<file path="config.mk">
export PLATFORM = sky130hd
export DESIGN_NAME = stream_mux_n_to_1_flat
export DESIGN_NICKNAME = d
export VERILOG_FILES = /design/src/rtl/stream_mux_pkg.sv /design/src/rtl/stream_mux_n_to_1_if.sv /design/src/rtl/round_robin_arbiter.sv /design/src/rtl/stream_mux_n_to_1.sv /design/src/flat_wrapper.sv
export SDC_FILE = /design/constraint.sdc
export NUM_CORES = 1
export LEC_CHECK = 0
export ABC_AREA = 1
export CAP_MARGIN = 10
export CELL_PAD_IN_SITES_DETAIL_PLACEMENT = 0
export CELL_PAD_IN_SITES_GLOBAL_PLACEMENT = 1
export CORE_UTILIZATION = 23
export CTS_CLUSTER_DIAMETER = 40
export DETAILED_ROUTE_END_ITERATION = 10
export PLACE_DENSITY_LB_ADDON = 0.05
export SLEW_MARGIN = 20
export SYNTH_ARGS = -nofsm -noshare
export SYNTH_HDL_FRONTEND = slang
export SYNTH_SLANG_ARGS = --single-unit
</file>
<file path="constraint.sdc">
create_clock -name clk -period 1.8 [get_ports clk]
set_input_delay 0.27 -clock clk [delete_from_list [all_inputs] [get_ports clk]]
set_output_delay 0.27 -clock clk [all_outputs]
set_load 0.05 [all_outputs]
</file>
<file path="src/rtl/stream_mux_pkg.sv">
// rtl/stream_mux_pkg.sv - shared constants and state encoding for the N-to-1 stream mux
package stream_mux_pkg;

  localparam logic MODE_FIXED = 1'b0;
  localparam logic MODE_RR    = 1'b1;

  typedef enum logic {
    ST_EMPTY = 1'b0,
    ST_FULL  = 1'b1
  } state_t;

endpackage

</file>
<file path="src/rtl/stream_mux_n_to_1_if.sv">
// rtl/stream_mux_n_to_1_if.sv - producer/consumer bundle of the N-to-1 stream mux (Last ports with STREAM_MUX_PACKET_LOCK_EN)
interface stream_mux_n_to_1_if #(
  parameter int N_BITS     = 8,
  parameter int N_CHANNELS = 4
);

  localparam int SEL_WIDTH = $clog2(N_CHANNELS);

  logic                           Mode;
  logic [SEL_WIDTH-1:0]           Selector;
  logic [N_CHANNELS*N_BITS-1:0]   Data_In;
  logic [N_CHANNELS-1:0]          Valid_In;
  logic [N_CHANNELS-1:0]          Ready_In;
  logic [N_BITS-1:0]              Mux_Output;
  logic                           Valid_Out;
  logic                           Ready_Out;
  logic [SEL_WIDTH-1:0]           Grant_Channel;
`ifdef STREAM_MUX_PACKET_LOCK_EN
  logic [N_CHANNELS-1:0]          Last_In;
  logic                           Last_Out;

  modport slave (
    input  Mode, Selector, Data_In, Valid_In, Ready_Out, Last_In,
    output Ready_In, Mux_Output, Valid_Out, Grant_Channel, Last_Out
  );

  modport master (
    output Mode, Selector, Data_In, Valid_In, Ready_Out, Last_In,
    input  Ready_In, Mux_Output, Valid_Out, Grant_Channel, Last_Out
  );
`else
  modport slave (
    input  Mode, Selector, Data_In, Valid_In, Ready_Out,
    output Ready_In, Mux_Output, Valid_Out, Grant_Channel
  );

  modport master (
    output Mode, Selector, Data_In, Valid_In, Ready_Out,
    input  Ready_In, Mux_Output, Valid_Out, Grant_Channel
  );
`endif

endinterface

</file>
<file path="src/rtl/round_robin_arbiter.sv">
// rtl/round_robin_arbiter.sv - combinational round-robin pick: first request above ptr, wrapping
module round_robin_arbiter #(
  parameter int N_CHANNELS = 4,
  parameter int SEL_WIDTH  = $clog2(N_CHANNELS)
) (
  input  logic [N_CHANNELS-1:0] req,
  input  logic [SEL_WIDTH-1:0]  ptr,
  output logic [SEL_WIDTH-1:0]  grant,
  output logic                  grant_valid
);

  always_comb begin
    int                   idx;
    logic [SEL_WIDTH-1:0] idx_s;
    idx         = 0;
    idx_s       = '0;
    grant       = '0;
    grant_valid = 1'b0;
    // Walk from farthest to nearest so the channel closest above ptr wins last.
    for (int i = N_CHANNELS; i >= 1; i--) begin
      idx   = (int'(ptr) + i) % N_CHANNELS;
      idx_s = SEL_WIDTH'(idx);
      if (req[idx_s]) begin
        grant       = idx_s;
        grant_valid = 1'b1;
      end
    end
  end

endmodule

</file>
<file path="src/rtl/stream_mux_n_to_1.sv">
// rtl/stream_mux_n_to_1.sv - registered N-to-1 stream mux, fixed or round-robin select (packet lock with STREAM_MUX_PACKET_LOCK_EN)
module stream_mux_n_to_1
  import stream_mux_pkg::*;
#(
  parameter int N_BITS     = 8,
  parameter int N_CHANNELS = 4
) (
  input logic                clk,
  input logic                reset,
  stream_mux_n_to_1_if.slave bus
);

  localparam int SEL_WIDTH = $clog2(N_CHANNELS);

  state_t               state, state_nxt;
  logic [SEL_WIDTH-1:0] rr_ptr;
  logic [SEL_WIDTH-1:0] rr_grant;
  logic                 rr_valid;
  logic                 sel_valid;
  logic [SEL_WIDTH-1:0] cand;
  logic                 cand_valid;
  logic [N_BITS-1:0]    cand_data;
  logic                 out_free;
  logic                 accept;
  logic [N_BITS-1:0]    data_q;
  logic [SEL_WIDTH-1:0] grant_q;

`ifdef STREAM_MUX_PACKET_LOCK_EN
  logic                 lock_q;
  logic [SEL_WIDTH-1:0] lock_ch;
  logic                 lock_valid;
  logic                 cand_last;
  logic                 last_q;
`endif

  round_robin_arbiter #(
    .N_CHANNELS (N_CHANNELS),
    .SEL_WIDTH  (SEL_WIDTH)
  ) u_arb (
    .req         (bus.Valid_In),
    .ptr         (rr_ptr),
    .grant       (rr_grant),
    .grant_valid (rr_valid)
  );

  // An out-of-range Selector matches no channel, so it never yields a candidate.
  always_comb begin
    sel_valid = 1'b0;
`ifdef STREAM_MUX_PACKET_LOCK_EN
    lock_valid = 1'b0;
`endif
    for (int i = 0; i < N_CHANNELS; i++) begin
      if (SEL_WIDTH'(i) == bus.Selector) sel_valid = bus.Valid_In[i];
`ifdef STREAM_MUX_PACKET_LOCK_EN
      if (SEL_WIDTH'(i) == lock_ch) lock_valid = bus.Valid_In[i];
`endif
    end

    if (bus.Mode == MODE_RR) begin
      cand       = rr_grant;
      cand_valid = rr_valid;
    end else begin
      cand       = bus.Selector;
      cand_valid = sel_valid;
    end

`ifdef STREAM_MUX_PACKET_LOCK_EN
    if (lock_q) begin
      cand       = lock_ch;
      cand_valid = lock_valid;
    end
`endif
  end

  assign out_free = reset & ((state == ST_EMPTY) | bus.Ready_Out);
  assign accept   = out_free & cand_valid;

  always_comb begin
    cand_data    = '0;
    bus.Ready_In = '0;
`ifdef STREAM_MUX_PACKET_LOCK_EN
    cand_last    = 1'b0;
`endif
    for (int i = 0; i < N_CHANNELS; i++) begin
      if (SEL_WIDTH'(i) == cand) begin
        cand_data       = bus.Data_In[i*N_BITS +: N_BITS];
        bus.Ready_In[i] = accept;
`ifdef STREAM_MUX_PACKET_LOCK_EN
        cand_last       = bus.Last_In[i];
`endif
      end
    end
  end

  always_comb begin
    state_nxt = state;
    case (state)
      ST_EMPTY: if (accept) state_nxt = ST_FULL;
      ST_FULL:  if (!accept && bus.Ready_Out) state_nxt = ST_EMPTY;
      default:  state_nxt = ST_EMPTY;
    endcase
  end

  always_ff @(posedge clk) begin
    if (!reset) begin
      state   <= ST_EMPTY;
      data_q  <= '0;
      grant_q <= '0;
      rr_ptr  <= SEL_WIDTH'(N_CHANNELS - 1);
    end else begin
      state <= state_nxt;
      if (accept) begin
        data_q  <= cand_data;
        grant_q <= cand;
        if (bus.Mode == MODE_RR) rr_ptr <= cand;
      end
    end
  end

`ifdef STREAM_MUX_PACKET_LOCK_EN
  // A beat without Last pins arbitration to its channel until the packet ends.
  always_ff @(posedge clk) begin
    if (!reset) begin
      lock_q  <= 1'b0;
      lock_ch <= '0;
      last_q  <= 1'b0;
    end else if (accept) begin
      lock_q  <= !cand_last;
      lock_ch <= cand;
      last_q  <= cand_last;
    end
  end

  assign bus.Last_Out = last_q;
`endif

  assign bus.Valid_Out     = (state == ST_FULL);
  assign bus.Mux_Output    = data_q;
  assign bus.Grant_Channel = grant_q;

endmodule

</file>
<file path="src/flat_wrapper.sv">
// flat-port wrapper written by rule: the top's interface ports become plain ports
module stream_mux_n_to_1_flat import stream_mux_pkg::*;
#(
  parameter int N_BITS     = 8,
  parameter int N_CHANNELS = 4
)
  (clk, reset, bus_Mode, bus_Selector, bus_Data_In, bus_Valid_In, bus_Ready_Out, bus_Ready_In, bus_Mux_Output, bus_Valid_Out, bus_Grant_Channel);
  stream_mux_n_to_1_if #(.N_BITS(N_BITS), .N_CHANNELS(N_CHANNELS)) bus_i ();
  input logic clk;
  input logic reset;
  input wire logic [$bits(bus_i.Mode)-1:0] bus_Mode;
  input wire logic [$bits(bus_i.Selector)-1:0] bus_Selector;
  input wire logic [$bits(bus_i.Data_In)-1:0] bus_Data_In;
  input wire logic [$bits(bus_i.Valid_In)-1:0] bus_Valid_In;
  input wire logic [$bits(bus_i.Ready_Out)-1:0] bus_Ready_Out;
  output wire logic [$bits(bus_i.Ready_In)-1:0] bus_Ready_In;
  output wire logic [$bits(bus_i.Mux_Output)-1:0] bus_Mux_Output;
  output wire logic [$bits(bus_i.Valid_Out)-1:0] bus_Valid_Out;
  output wire logic [$bits(bus_i.Grant_Channel)-1:0] bus_Grant_Channel;
  assign bus_i.Mode = bus_Mode;
  assign bus_i.Selector = bus_Selector;
  assign bus_i.Data_In = bus_Data_In;
  assign bus_i.Valid_In = bus_Valid_In;
  assign bus_i.Ready_Out = bus_Ready_Out;
  assign bus_Ready_In = bus_i.Ready_In;
  assign bus_Mux_Output = bus_i.Mux_Output;
  assign bus_Valid_Out = bus_i.Valid_Out;
  assign bus_Grant_Channel = bus_i.Grant_Channel;
  stream_mux_n_to_1 #(.N_BITS(N_BITS), .N_CHANNELS(N_CHANNELS)) u_core (.clk(clk), .reset(reset), .bus(bus_i));
endmodule
</file>
==> impl_metrics.yaml <==
final_layout:
  drive_above_1_share: 0.370
  register_area_um2: 268
  diodes: 0
  fin_nets: 319
  final_cells: 328
  syn2layout_area_growth_pct: 105
  fillers: 442
  multi_input_area_um2: 857
timing:
  final.setup.worst_slack_ps: -380
  hold_viol: 0
  fmax_mhz: 459
  slew_headroom: 0.658
  holdWs_ps: 458
  rsz0062_at_grt: "true"
  slew_viol_final: 0
  worst_slew_pin_slew_ps: 511
  period_share: 1.21
  fin_worst_skew_ps: 2.39
  setup_viol: 12
  fin_crit_ps: 2180
min_path:
  hp-class: "flip-flop to flip-flop"
global_routing:
  gr-max-usage-layer: "met2"
  antenna_found_initial: 0
  grt.met2_usage: 0.248
  grt_usage: 0.155
  grt_max_degree: 21
  grt_pass1_wl_um: 6260
  grt.met1_usage: 0.218
  overflow: 0
  use_met3: 0.0185
  grt_pass1_vias: 1368
cts:
  clock_path_buffers: 2
  cts_max_level: 1
  cts_made_buffers: 3
  clk_latency_ps: 240
  cts_tree: "yes"
  clock_sinks: 13
  cts-root-buf: "clkbuf_8"
  cts_hold_buf: 0
  cts.clk_slew.worst_paths_ps: 60
worst_setup_path:
  critical_path_required_ps: 1530
  cpMostUsedCell: "nand2_2"
  arrival_ps: 1910
  start_kind: "flip-flop"
  worstPathCellList: "inv_8, nand2_2, nand2_2, nand2_2, nand2_2, nand2_2, nand2_2, nand2_2, nand3_4, nand2_8, clkinvlp_4, buf_6, nand2_8, nor2_4, buf_12"
  critPathKind: "flip-flop to output pin"
  cp_max_fo: 8
  cpMaxStageDelayCell: "dfxtp_4"
  slowest_delay_ps: 380
  end_kind: "output pin"
outcome:
  violations: "design-rule violations, negative setup slack"
  status: "finished with violations"
power_and_ir_drop:
  irDropWorstVdd_mv: 0.204
  cellLeakagePower_nw: 1.04
  p_per_area_nw_per_um2: 640
synth:
  ys_seq_area_frac: 0.236
  ys_seq_elements: 13
  syn_nets: 228
  syn_avg_cell_area_um2: 5.92
  yosysWarnings: 0
  postSynthCellCount: 186
  synth_area_um2: 1100
  synth_cell_types: 23
placement:
  dpl_worst_slack_ps: -550
  dp_hpwl_um: 3030
  io_buffers: 56
  routabilityCongestion: 0.807
  dp_cells: 312
drt:
  ant_nets: 0
  vias: 1488
  drt_iter0_drc: 59
  firstDrtPassIters: 7
  wire_per_inst_um: 12.1
  drc: 6
  drt-vias-per-instance: 4.54
  wl_um: 3960
job:
  drv_cap: 0
die:
  num_io_pins: 57
  fp.dieH_um: 71.2
  std_cell_rows: 24
  start_util: 0.246
  coreArea_um2: 4470
  die_width_um: 71.2
  die-area_um2: 5070
worst paths after layout:
check / start / end / slack [ps] / cells past startpoint
max: u_core.rr_ptr[0]$_SDFFE_PN1P_ / bus_Ready_In[1] / -380 / 15
min reg2reg: u_core.bus.Grant_Channel[0]$_SDFFE_PN0P_ / u_core.bus.Grant_Channel[0]$_SDFFE_PN0P_ / 460 / 2
max reg2reg: u_core.rr_ptr[0]$_SDFFE_PN1P_ / u_core.bus.Mux_Output[7]$_SDFFE_PN0P_ / -130 / 15
min: u_core.bus.Grant_Channel[0]$_SDFFE_PN0P_ / u_core.bus.Grant_Channel[0]$_SDFFE_PN0P_ / 460 / 2
power breakdown:
part           internal (mW)  switching, mW  leakage, nW
logic                  0.392          0.462        0.908
registers              0.315         0.0218        0.107
clock network          0.156          0.101       0.0228
total                  0.863          0.584         1.04
what timing repair did:
action                     CTS  global route
pin swaps                   18             8
gates resized for setup     38            21
setup endpoints to repair   13            14
setup buffers                9             4
cell usage after synthesis:
master | number | area share
buf_4 | 1 | 0.0068
nand2_1 | 52 | 0.18
nand3_4 | 1 | 0.016
a211oi_1 | 1 | 0.0068
inv_1 | 31 | 0.11
a21oi_1 | 30 | 0.14
nor2_1 | 8 | 0.027
inv_2 | 1 | 0.0034
a21oi_4 | 1 | 0.015
buf_2 | 2 | 0.0091
a21oi_2 | 2 | 0.016
nand4_1 | 8 | 0.045
clkbuf_1 | 2 | 0.0068
nor2_4 | 1 | 0.010
nand3_2 | 1 | 0.0091
nand3_1 | 13 | 0.059
nand2_8 | 1 | 0.018
dfxtp_1 | 13 | 0.24
o21ai_1 | 7 | 0.032
o21ai_0 | 4 | 0.018
nand2_2 | 4 | 0.023
nor3_1 | 1 | 0.0045
buf_12 | 1 | 0.018
cell families after synthesis:
kind of cell,count (synthesis),share of synthesized area
and+or+nand+nor,90,0.390
AOI/OAI and AO/OA,45,0.224
DFF,13,0.236
buffers and inverters,38,0.150
stage by stage:
stage	TNS, ps	area [um2]	power [mW]	utilization
2_1_floorplan	-413	1160	0.764	-
3_3_place_gp	-6370	1940	1.05	0.434
3_5_place_dp	-6650	1940	1.05	0.434
4_1_cts	-3110	2160	1.40	0.482
5_1_grt	-3990	2260	1.54	0.505
6_report	-2250	2260	1.45	0.505
metal layers:
metal / wire length (um) / up-vias
li1: - / 787
met1: 1980 / 652
met2: 1800 / 49
met3: 179 / 0
met4: 0 / 0
met5: 0 / -
state kept, by name, indices dropped and copies added (netlist names):
register	count
u_core.bus.Grant_Channel	2
u_core.rr_ptr	2
u_core.bus.Mux_Output	8
u_core.bus.Valid_Out	1
layout by cell type (no fill, tap or decap), drive strengths merged:
master and count:
dfxtp 13, buf 40, nor3 1, clkdlybuf4s50 48
nand2 57, nand3 15, nor2 9, dlygate4sd2 4
clkinvlp 1, a21oi 33, clkbuf 4, o21ai 11
a211oi 1, nand4 8, inv 31
critical path: cells and delay by family, from the launching register on:
family                 cells  cell delay (ps)
and+or+nand+nor           11              820
buffers and inverters      4              470
DFF                        1              380
cell type report:
class,count,share of cell area
Tap cell,52,0.0288
Inverter,32,0.0592
Sequential cell,13,0.118
Multi-Input combinational cell,135,0.379
Clock buffer,4,0.0199
Timing Repair Buffer,92,0.395
Note: power is estimated with default switching activity, not from simulation.
